$ cat config.mk
export PLATFORM = sky130hd
export DESIGN_NAME = fir_decimator
export DESIGN_NICKNAME = d
export VERILOG_FILES = /design/src/rtl/fir_decimator_pkg.sv /design/src/rtl/fir_sync_fifo.sv /design/src/rtl/fir_decimator.sv
export SDC_FILE = /design/constraint.sdc
export NUM_CORES = 1
export LEC_CHECK = 0
export BUFFER_PORTS_ARGS = -buffer_cell sky130_fd_sc_hd__buf_4
export CELL_PAD_IN_SITES_DETAIL_PLACEMENT = 0
export CELL_PAD_IN_SITES_GLOBAL_PLACEMENT = 1
export CORE_UTILIZATION = 43
export DETAILED_ROUTE_END_ITERATION = 8
export PLACE_DENSITY_LB_ADDON = 0.25
export REMOVE_ABC_BUFFERS = 1
export SYNTH_ARGS = -nofsm -noshare
export SYNTH_HDL_FRONTEND = slang
export SYNTH_HIERARCHICAL = 1
export SYNTH_SLANG_ARGS = --single-unit
$ cat constraint.sdc
create_clock -name clk -period 5.3 [get_ports clk]
set_input_delay 0.795 -clock clk [delete_from_list [all_inputs] [get_ports clk]]
set_output_delay 0.795 -clock clk [all_outputs]
set_load 0.005 [all_outputs]
$ cat src/rtl/fir_decimator_pkg.sv
// Shared definitions for the FIR decimator: control state encoding,
// default widths and the occupancy-counter width helper.
package fir_decimator_pkg;

    // WARM discards the FIR fill transient; RUN decimates until reset.
    typedef enum logic {
        WARM = 1'b0,
        RUN  = 1'b1
    } dec_state_t;

    localparam int DEF_DATA_W     = 16;
    localparam int DEF_WARMUP     = 19;  // FIR tap count
    localparam int DEF_DECIM      = 4;
    localparam int DEF_FIFO_DEPTH = 8;

    // Width of an occupancy counter that must reach depth itself.
    function automatic int count_w(input int depth);
        return $clog2(depth) + 1;
    endfunction

endpackage

$ cat src/rtl/fir_sync_fifo.sv
// First-word-fall-through synchronous FIFO with registered head,
// occupancy and full/empty flags. A push while full is accepted only
// when a pop happens on the same edge (the freed slot is reused).
module fir_sync_fifo
    import fir_decimator_pkg::*;
#(
    parameter int DATA_W     = DEF_DATA_W,
    parameter int FIFO_DEPTH = DEF_FIFO_DEPTH
) (
    input  logic                              clk,
    input  logic                              reset,
    input  logic                              push,
    input  logic                              pop,
    input  logic [DATA_W-1:0]                 din,
    output logic [DATA_W-1:0]                 dout,
    output logic                              full,
    output logic                              empty,
    output logic [count_w(FIFO_DEPTH)-1:0]    count
);

    localparam int AW = $clog2(FIFO_DEPTH);
    localparam int CW = count_w(FIFO_DEPTH);

    logic [DATA_W-1:0] mem [FIFO_DEPTH];
    logic [AW-1:0]     wr_ptr;
    logic [AW-1:0]     rd_ptr;
    logic [AW-1:0]     rd_next;
    logic              do_push;
    logic              do_pop;
    logic [CW-1:0]     count_next;

    // Qualify requests against the current occupancy and compute next count.
    always_comb begin
        do_pop     = pop && !empty;
        do_push    = push && (!full || do_pop);
        rd_next    = rd_ptr + AW'(1);
        count_next = count;
        case ({do_push, do_pop})
            2'b10:   count_next = count + CW'(1);
            2'b01:   count_next = count - CW'(1);
            default: count_next = count;
        endcase
    end

    // Storage array; contents are don't-care after reset since pointers clear.
    always_ff @(posedge clk) begin
        if (do_push) mem[wr_ptr] <= din;
    end

    // Pointers, flags and the registered fall-through head.
    always_ff @(posedge clk or posedge reset) begin
        if (reset) begin
            wr_ptr <= '0;
            rd_ptr <= '0;
            count  <= '0;
            empty  <= 1'b1;
            full   <= 1'b0;
            dout   <= '0;
        end else begin
            if (do_push) wr_ptr <= wr_ptr + AW'(1);
            if (do_pop)  rd_ptr <= rd_next;
            count <= count_next;
            empty <= (count_next == '0);
            full  <= (count_next == CW'(FIFO_DEPTH));
            if (do_pop) begin
                // Next entry already stored, or the incoming word becomes head.
                if (count > CW'(1)) dout <= mem[rd_next];
                else if (do_push)   dout <= din;
            end else if (do_push && empty) begin
                dout <= din;
            end
        end
    end

endmodule

$ cat src/rtl/fir_decimator.sv
// Decimator placed after the 19-tap FIR: drops the first WARMUP accepted
// samples, then keeps one sample per DECIM accepted samples and buffers
// them in an FWFT FIFO.
// Build option FIR_DECIM_AVG_EN: instead of picking the phase-0 sample,
// push the floor average of each DECIM-sample group on its last phase.
//
// Output handshake: out_valid is high whenever the FIFO holds data and
// out_data is then the oldest entry; a word is consumed on every rising
// edge where out_valid && out_ready. out_ready is a don't-care while
// out_valid is low, and out_valid never depends combinationally on it.
module fir_decimator
    import fir_decimator_pkg::*;
#(
    parameter int DATA_W     = DEF_DATA_W,
    parameter int DECIM      = DEF_DECIM,
    parameter int WARMUP     = DEF_WARMUP,
    parameter int FIFO_DEPTH = DEF_FIFO_DEPTH
) (
    input  logic                           clk,
    input  logic                           reset,
    input  logic [DATA_W-1:0]              in_data,
    input  logic                           in_en,
    output logic [DATA_W-1:0]              out_data,
    output logic                           out_valid,
    input  logic                           out_ready,
    output logic [count_w(FIFO_DEPTH)-1:0] fifo_count,
    output logic                           overflow
);

    localparam int PH_W = $clog2(DECIM);
    localparam int WC_W = $clog2(WARMUP + 1);

    dec_state_t        state;
    logic [WC_W-1:0]   warm_cnt;
    logic [PH_W-1:0]   phase;
    logic              push_req;
    logic [DATA_W-1:0] push_val;
    logic              fifo_push;
    logic              pop;
    logic              fifo_full;
    logic              fifo_empty;

`ifdef FIR_DECIM_AVG_EN
    localparam int ACC_W = DATA_W + PH_W;

    logic [ACC_W-1:0] acc;
    logic [ACC_W-1:0] in_ext;
    logic [ACC_W-1:0] sum;

    // Group sum including the current sample; the top DATA_W bits are the
    // arithmetic shift by log2(DECIM), i.e. the floor average.
    always_comb begin
        in_ext   = {{PH_W{in_data[DATA_W-1]}}, in_data};
        sum      = acc + in_ext;
        push_req = (state == RUN) && in_en && (phase == PH_W'(DECIM - 1));
        push_val = sum[ACC_W-1:PH_W];
    end

    // Accumulator reloads with the first sample of each group.
    always_ff @(posedge clk or posedge reset) begin
        if (reset) begin
            acc <= '0;
        end else if (state == RUN && in_en) begin
            acc <= (phase == '0) ? in_ext : sum;
        end
    end
`else
    // Pick mode: the phase-0 sample passes through untouched.
    always_comb begin
        push_req = (state == RUN) && in_en && (phase == '0);
        push_val = in_data;
    end
`endif

    // Handshake glue: pop on valid&&ready, push only when a slot exists.
    always_comb begin
        pop       = out_valid && out_ready;
        fifo_push = push_req && (!fifo_full || pop);
    end

    // Warm-up/phase control and sticky overflow flag.
    always_ff @(posedge clk or posedge reset) begin
        if (reset) begin
            state    <= WARM;
            warm_cnt <= '0;
            phase    <= '0;
            overflow <= 1'b0;
        end else begin
            if (push_req && fifo_full && !pop) overflow <= 1'b1;
            if (in_en) begin
                if (state == WARM) begin
                    warm_cnt <= warm_cnt + WC_W'(1);
                    if (warm_cnt == WC_W'(WARMUP - 1)) state <= RUN;
                end else begin
                    phase <= phase + PH_W'(1);
                end
            end
        end
    end

    fir_sync_fifo #(
        .DATA_W     (DATA_W),
        .FIFO_DEPTH (FIFO_DEPTH)
    ) u_fifo (
        .clk   (clk),
        .reset (reset),
        .push  (fifo_push),
        .pop   (pop),
        .din   (push_val),
        .dout  (out_data),
        .full  (fifo_full),
        .empty (fifo_empty),
        .count (fifo_count)
    );

    assign out_valid = !fifo_empty;

endmodule

==> results of run 1 <==
-- cell type report --
class	instances	area [um2]	share of cell area [%]
Sequential cell	165	4770	58.2
Multi-Input combinational cell	278	2130	26.0
Clock buffer	18	429	5.23
Timing Repair Buffer	55	413	5.04
Tap cell	216	270	3.30
Clock inverter	14	135	1.65
Inverter	14	52.6	0.641
-- synth_stat cells (2+ instances only) --
cell / count
edfxtp_1: 128
nand3_1: 72
mux2i_1: 69
dfrtp_1: 36
nand2_1: 32
nand4_1: 18
buf_2: 11
ha_1: 11
inv_1: 11
nand3_2: 10
o211ai_2: 10
buf_6: 8
xnor2_1: 8
nor2_1: 7
buf_4: 6
o211ai_1: 6
nor3_1: 5
nand2b_1: 4
inv_2: 3
a21oi_1: 2
clkbuf_1: 2
nand3b_1: 2
o21ai_0: 2
o21bai_1: 2
-- stage by stage --
| step | worst slack, ns | util, % | hold WS, ns |
|---|---|---|---|
| 2_1_floorplan | 1.62 | - | 0.446 |
| 3_3_place_gp | 2.36 | 47.7 | 0.462 |
| 3_5_place_dp | 2.24 | 47.7 | 0.472 |
| 4_1_cts | 2.66 | 51.2 | 0.342 |
| 5_1_grt | 2.45 | 51.2 | 0.373 |
| 6_report | 2.69 | 51.2 | 0.340 |
-- registers in the layout (all words and copies together), names as in the netlist --
name,flops
u_fifo/rd_ptr,3
u_fifo/dout,16
state,1
u_fifo/wr_ptr,3
u_fifo/empty,1
overflow,1
phase,2
u_fifo/full,1
u_fifo/count,4
warm_cnt,5
u_fifo/mem,128
-- logic make-up after synthesis --
family | share of synthesized area [%]
compound gates | 3.87
fa+ha+maj | 1.94
xor+xnor | 1.57
simple gates | 12.0
buf+inv | 3.52
flops | 67.1
mux | 10.0
-- power breakdown --
part	switching, mW	leakage [nW]	internal (mW)
registers	0.140	1.60	1.57
clock network	0.496	0.270	0.688
logic	1.02	1.23	0.773
-- path summary, 6_finish.rpt --
path,to,slack (ns)
max in group asynchronous,u_fifo/empty,4.46
worst max-delay path,u_fifo/mem[7][15],2.69
worst min register to register,warm_cnt[4],0.48
worst max register to register,u_fifo/mem[7][15],2.69
min in group clk,warm_cnt[4],0.48
worst min-delay path,phase[0],0.34
-- layer usage --
metal  share of wire [%]  wire, um  up-vias
li1                    -         -     1921
met3                 4.3       655       15
met4                 1.4       208        0
met5                   0         0        -
met2                  48      7200       82
met1                  46      7000     2113
-- placed cells by master (no fill, tap or decap), drive strengths merged, types with 4 or more instances in the layout --
master	n
ha	11
clkbuf	18
nand2b	4
clkinv	9
buf	55
edfxtp	128
dfrtp	36
nor3	6
nand4	18
nand3	82
nand2	33
inv	15
xnor2	9
o211ai	16
nor2	8
mux2i	69
==> flow_metrics.tcl, run 1 <==
set metrics [dict create \
    status "complete, no violations" \
    critPathBufInv 3 \
    crit_path_cell_trace "nand2b_1 -> inv_1 -> nand2b_1 -> nand2_1 -> nand2_2 -> inv_2 -> nand2_1 -> nor2_1 -> buf_4" \
    clock-sinks 165 \
    vias 4131 \
    nNetsFinal 562 \
    cts-root-buf "clkbuf_16" \
    crit_fanout 9 \
    arrival_ns 2.74 \
    initialDrtViolationCount 308 \
    p_leak_nw 3.11 \
    finalCritPeriodShare_pct 49.3 \
    vdd_drop_max_mv 0.353 \
    grt_usage_pct 19.4 \
    hpwl_um 8380 \
    initial_core_util_pct 44.4 \
    fill_cells 1394 \
    yosysSeqAreaShare_pct 67.1 \
    fin_setup_tns_ns 0 \
    fp-row-count 46 \
    power.density_nw_per_um2 572 \
    post_drt_wl_per_cell_um 19.8 \
    synth_area_leaders "edfxtp_1 54%, dfrtp_1 13%, mux2i_1 9.7%" \
    cp_slowest_cell "nor2_1" \
    cts-htree-levels 4 \
    fin_crit_ns 2.61 \
    finalWirelength_um 15100 \
    rr_worst_depth 9 \
    io_pins 42 \
    post_cts_buffers 0 \
    viasPerCell 5.44 \
    io_buffers 41 \
    die_x_um 131 \
    area.growth.synth_to_final_pct 15.3 \
    crit_type "register to register" \
    die_y_um 131 \
    startpoint "u_fifo/empty" \
    synth_ff_type "edfxtp_1" \
    dr.pass1.iters 4 \
    synth_cell_types 43 \
    clkSlewWorstSetupHoldPaths_ns 0.06 \
    finalPower_mw 4.69 \
    hold_viol 0 \
    grt.overflow.total 0 \
    syn-instance-count 484 \
    setup_violations 0 \
    tightest_slew_ns 1.02 \
    cp.required_ns 5.43 \
    hp-class "primary input to async pin" \
    drc 0 \
    clock_latency_ns 0.42 \
    grt-busiest-layer "met2" \
    async_flop_share_pct 22.4 \
    cp.depth 9 \
    synth_top_area_share_pct 54.1 \
    die_area_um2 17100 \
    startpoint_type "register" \
    cts_tree "built" \
    first_global_vias 4191 \
    fmax_ghz 0.383 \
    met2_usage_pct 31.0 \
    grt_max_degree 52 \
    numCtsBuffers 17 \
    cap_violations 0 \
    drive_gt1_share_pct 22.6 \
    holdBufCountCts 0 \
    ys_ff_latch 165 \
    gr-usage-met1_pct 26.2 \
    fin_area_um2 8200 \
    r2r_start "u_fifo/empty" \
    place_area_um2 7630 \
    avgSynthCellArea_um2 14.7 \
    core_um2 16000 \
    num_antenna_cells 0 \
    relSlewSlack_pct 31.8 \
    final_antenna_net_count 0 \
    clock_skew_ns 0.00845 \
    slew_viol_final 0 \
    max_stage_delay_ns 0.65 \
    fin_cells 760 \
    ys_warn_count 6 \
    rsz0062_at_grt "false" \
    clockBufferDepth 2 \
    synth_edf_count 128 \
    cp_top_family "simple AND/OR/NAND/NOR gates" \
    cts_resized 0 \
    yosysTopAreaCell "edfxtp_1" \
    antenna_found_initial 0 \
    place_inst 728 \
    grt_pass1_wl_um 23400 \
    syn-cell-area_um2 7110 \
    gp_congestion 0.754 \
    grt_use_met3_pct 3.83 \
    endpoint_kind "register" \
]
Power figures use the tool's default switching activity.
==> inputs of run 2 (changes only) <==
==> constraint.sdc (replaced) <==
create_clock -name clk -period 2.2 [get_ports clk]
set_input_delay 0.33 -clock clk [delete_from_list [all_inputs] [get_ports clk]]
set_output_delay 0.33 -clock clk [all_outputs]
set_load 0.005 [all_outputs]
==> run 2 against run 1 <==
  * Maximum frequency up 25%
  * Global-route usage decreased by 0.31 points
  * Combinational power grew to 2.5 times the previous value
  * Highest routed layer unchanged
  * Largest power group unchanged
  * Sequential share of layout area is 1.5 points lower
  * Worst hold slack got worse by 0.19 ns
  * Via count down 0.51%
==> flow_metrics.tcl, run 2 (same netlist as run 1, synthesis figures left out) <==
set metrics [dict create \
    io_buffers 41 \
    arrival_ns 2.21 \
    final_antenna_net_count 0 \
    r2r_start "phase[0]" \
    num_antenna_cells 0 \
    clockBufferDepth 2 \
    finalCritPeriodShare_pct 94.7 \
    area.growth.synth_to_final_pct 18.4 \
    timing.rr.end "u_fifo/mem[5][15]" \
    top_regs "u_fifo/mem x128, u_fifo/dout x16, warm_cnt x5" \
    grt_pass1_wl_um 23200 \
    fin_hold_ws_ns 0.151 \
    clkSlewWorstSetupHoldPaths_ns 0.06 \
    endpoint_kind "register" \
    hold_viol 0 \
    cts_tree "built" \
    startpoint "phase[0]" \
    nNetsFinal 578 \
    hold_depth 1 \
    largest_register_ffs 128 \
    grt.overflow.total 0 \
    rrSetupSlack_ns 0.12 \
    initial_core_util_pct 44.4 \
    grt_max_degree 41 \
    fp-row-count 46 \
    hp-class "primary input to register" \
    regMostFlops "u_fifo/mem" \
    place_inst 743 \
    crit_type "register to register" \
    vias 4110 \
    cp.required_ns 2.33 \
    clock-sinks 165 \
    post_cts_buffers 0 \
    power.density_nw_per_um2 1360 \
    fill_cells 1364 \
    first_global_vias 4280 \
    crit_path_cell_trace "inv_1 -> ha_1 -> nand3_1 -> a21oi_2 -> nand2_4 -> inv_2 -> nand2_1 -> nor2_1 -> buf_12" \
    dr.pass1.iters 4 \
    die_x_um 131 \
    hpwl_um 8970 \
    drive_gt1_share_pct 26.1 \
    slew_viol_final 0 \
    initialDrtViolationCount 301 \
    max_stage_delay_ns 0.39 \
    clock_skew_ns 0.00910 \
    wl_met2_um 7410 \
    clock_latency_ns 0.43 \
    layout_common_cells "128 x edfxtp_1, 72 x nand3_1, 69 x mux2i_1" \
    cp-endpoint "u_fifo/mem[5][15]" \
    finalWirelength_um 14900 \
    die_area_um2 17100 \
    relSlewSlack_pct 66.5 \
    core_um2 16000 \
    io_pins 42 \
    rsz0062_at_grt "true" \
    post_drt_wl_per_cell_um 19.2 \
    cts-htree-levels 4 \
    startpoint_type "register" \
    setup_violations 0 \
    cap_violations 0 \
    cts-root-buf "clkbuf_16" \
    die_y_um 131 \
    tightest_slew_ns 0.502 \
    wl_met3_um 907 \
    gp_congestion 0.750 \
    cp_slowest_cell "dfrtp_1" \
    wl_met1_um 6270 \
    numCtsBuffers 17 \
    fin_crit_ns 2.08 \
    drc 0 \
    top_layer "met4" \
    crit_fanout 14 \
    antenna_found_initial 0 \
    grt_usage_pct 19.1 \
    multi_input_area_um2 2190 \
    final_common_cell "edfxtp_1" \
    viasPerCell 5.30 \
    p_leak_nw 3.21 \
    status "complete, no violations" \
    fmax_ghz 0.480 \
    fin_cells 776 \
    rr_worst_depth 9 \
    vdd_drop_max_mv 0.844 \
    regArea_um2 4770 \
]
-- run 2: how the worst min path moves through the flow --
stage,from,to
final,in_data[15],u_fifo/mem[5][15]
after detailed placement,reset,warm_cnt[3]
after global routing,in_data[9],u_fifo/mem[6][9]
after global placement,reset,phase[0]
after floorplan,reset,overflow
after CTS,in_data[7],u_fifo/mem[0][7]
-- run 2: report_power, final --
| group | switching [mW] | internal (mW) |
|---|---|---|
| logic | 2.52 | 2.06 |
| registers | 0.362 | 3.78 |
| clock network | 1.13 | 1.57 |
| total | 4.02 | 7.41 |
-- run 2: layout make-up --
class / instances / area share [%]
Timing Repair Buffer: 71 / 7.11
Tap cell: 216 / 3.21
Multi-Input combinational cell: 278 / 26.0
Inverter: 14 / 0.624
Clock inverter: 11 / 1.03
Sequential cell: 165 / 56.7
Clock buffer: 21 / 5.35
-- run 2: through the flow --
step                      instance area (um2)  worst slack, ns  total power [mW]  setup TNS, ns  utilization (%)
final                                    8420            0.116              11.4              0             52.6
after global routing                     8420          -0.0303              12.1        -0.0303             52.6
after CTS                                8360           0.0470              11.4              0             52.3
after detailed placement                 7810          -0.0264              8.73        -0.0461             48.8
after global placement                   7810           0.0418              8.64              0             48.8
after floorplan                          6910            -1.48              6.60         -66.03                -
-- run 2: what timing repair did --
action,in CTS,in global routing
gates resized for setup,2,10
hold buffers,1,0
setup endpoints to repair,2,19
hold endpoints to repair,9,0
gates cloned,0,0
pin swaps,0,2
-- run 2: worst max-delay path: cells and delay by family (launching register included) --
family                     cells  cell delay [ns]
AOI/OAI and AO/OA              1             0.21
DFF                            1             0.39
adders and majority gates      1             0.14
buffers and inverters          3             0.39
and+or+nand+nor                4             0.65
-- run 2: routing by layer --
layer	up-vias	track usage [%]
met5	-	0
met4	0	8.05
met3	22	3.87
met2	113	32.4
met1	2027	23.8
li1	1948	-
==> inputs of run 3 (changes only) <==
--- a/config.mk
+++ b/config.mk
@@ -10,7 +10,7 @@
 export CELL_PAD_IN_SITES_GLOBAL_PLACEMENT = 1
 export CORE_UTILIZATION = 43
 export DETAILED_ROUTE_END_ITERATION = 8
-export PLACE_DENSITY_LB_ADDON = 0.25
+export PLACE_DENSITY = 0.8
 export REMOVE_ABC_BUFFERS = 1
 export SYNTH_ARGS = -nofsm -noshare
 export SYNTH_HDL_FRONTEND = slang
==> run 3 against run 2 <==
  * Die area is the same
  * Sequential cell count is the same
  * Largest cell class unchanged
  * Critical endpoint is now u_fifo/full
  * Setup slack gained 0.023 ns
  * Sequential power is essentially flat
  * Final cell count shrank 0.26%
  * Clock skew grew 0.0021 ns
  * Combinational power grew 1%
  * Utilization grew 0.33 points
  * Routed wire length shrank 1.3%
==> flow_metrics.tcl, run 3 (same netlist as run 1, synthesis figures left out) <==
set metrics [dict create \
    status "complete, no violations" \
    cap_violations 0 \
    endpoint_kind "register" \
    hold_viol 0 \
    crit_type "register to register" \
    fp-row-count 46 \
    largest_register_ffs 128 \
    slew_viol_final 0 \
    rsz0062_at_grt "false" \
    first_global_vias 4210 \
    cts-htree-levels 4 \
    finalWorstSetupSlack_ns 0.139 \
    place_area_um2 7840 \
    vias 4224 \
    fmax_ghz 0.485 \
    final_common_cell "edfxtp_1" \
    fin_area_um2 8470 \
    post_drt_wl_per_cell_um 19.0 \
    io_pins 42 \
    gp_congestion 0.704 \
    fill_cells 1332 \
    die_x_um 131 \
    fin_hold_ws_ns 0.147 \
    grt_max_degree 34 \
    crit_fanout 5 \
    setup_violations 0 \
    viasPerCell 5.46 \
    core_um2 16000 \
    io_buffers 41 \
    finalCritPeriodShare_pct 93.7 \
    arrival_ns 2.40 \
    vdd_drop_max_mv 0.777 \
    p_clk_share_pct 23.5 \
    hp-class "primary input to register" \
    clock_skew_ns 0.0112 \
    startpoint_type "register" \
    final_antenna_net_count 0 \
    fin_crit_ns 2.06 \
    tightest_slew_ns 0.629 \
    numCtsBuffers 17 \
    cp.required_ns 2.54 \
    dp_slack_ns -0.000842 \
    layout_common_cells "128 x edfxtp_1, 71 x nand3_1, 69 x mux2i_1" \
    cts-root-buf "clkbuf_16" \
    clock_latency_ns 0.43 \
    power_frac_comb_pct 40.4 \
    cts_tree "built" \
    antenna_found_initial 0 \
    relSlewSlack_pct 58.0 \
    area.growth.synth_to_final_pct 19.1 \
    num_antenna_cells 0 \
    p_leak_nw 3.21 \
    clock-sinks 165 \
    clkSlewWorstSetupHoldPaths_ns 0.06 \
    switchingPower_mw 4.00 \
    grt_pass1_wl_um 22900 \
    top_regs "u_fifo/mem x128, u_fifo/dout x16, warm_cnt x5" \
    die_area_um2 17100 \
    clockBufferDepth 2 \
    power.density_nw_per_um2 1360 \
    dr.pass1.iters 5 \
    hold_depth 1 \
    internal_power_mw 7.48 \
    grt.overflow.total 0 \
    drc 0 \
    p_seq_share_pct 36.1 \
    regMostFlops "u_fifo/mem" \
    finalWirelength_um 14700 \
    hpwl_um 8670 \
    rr_worst_depth 11 \
    die_y_um 131 \
    initial_core_util_pct 44.4 \
    switching_share_pct 34.9 \
    drive_gt1_share_pct 26.3 \
    grt_usage_pct 18.5 \
    initialDrtViolationCount 404 \
    nNetsFinal 576 \
    utilization_pct 52.9 \
]
==> run 3: worst paths after layout <==
kind | from | to | slack (ns)
setup reg to reg | u_fifo/empty | u_fifo/full | 0.14
hold reg to reg | overflow | overflow | 0.48
min in group asynchronous | reset | warm_cnt[2] | 0.42
setup / recovery | u_fifo/empty | u_fifo/full | 0.14
max in group asynchronous | reset | u_fifo/empty | 1.29
hold / removal | in_data[14] | u_fifo/mem[0][14] | 0.15
==> run 3: power by group through the flow <==
| stage | sequential, mW | combinational (mW) | clock, mW |
|---|---|---|---|
| finish | 4.14 | 4.64 | 2.70 |
| global route | 4.20 | 5.03 | 2.87 |
| CTS | 4.14 | 4.59 | 2.75 |
| detailed placement | 4.20 | 4.58 | 0 |
| global placement | 4.18 | 4.48 | 0 |
| floorplan | 4.17 | 2.43 | 0 |
==> run 3: what timing repair did <==
action                     in CTS  in global routing
buffers inserted                0                  2
pin swaps                       0                  2
hold endpoints to repair        9                  0
setup endpoints to repair       2                 67
resized for setup               1                 13
hold buffers                    1                  0
==> run 3: final cells by class <==
cell class / instances / area, um2 / share of cell area, %
inverters: 14 / 52.6 / 0.620
clock buffers: 22 / 454 / 5.36
well taps: 216 / 270 / 3.19
flip-flops and latches: 165 / 4770 / 56.3
multi-input cells: 278 / 2190 / 25.8
clock inverters: 10 / 83.8 / 0.990
repair buffers: 69 / 649 / 7.67
==> run 3: per-layer routing <==
metal	routed length [um]	vias to the layer above	global-route usage (%)
met5	0	-	0
met1	6370	2163	23.9
met4	132	0	5.54
met3	679	15	5.46
li1	-	1945	-
met2	7480	101	30.3
==> run 3: critical path, stage by stage, from the launching register on <==
cell and delay [ns]:
dfstp_2 0.55, nand2b_4 0.14, inv_1 0.05, nand2b_1 0.12
nand2_1 0.08, nand2_2 0.12, inv_2 0.08, ha_2 0.20
mux2i_1 0.14, o21ai_1 0.09, nand3b_1 0.21, nor3b_2 0.20
==> run 3: stage by stage <==
stage | setup TNS, ns | std cells | total power [mW]
final | 0 | 774 | 11.5
after global routing | 0 | 774 | 12.1
after CTS | 0 | 772 | 11.5
after detailed placement | -0.000842 | 739 | 8.78
after global placement | 0 | 739 | 8.66
after floorplan | -66.03 | 457 | 6.60
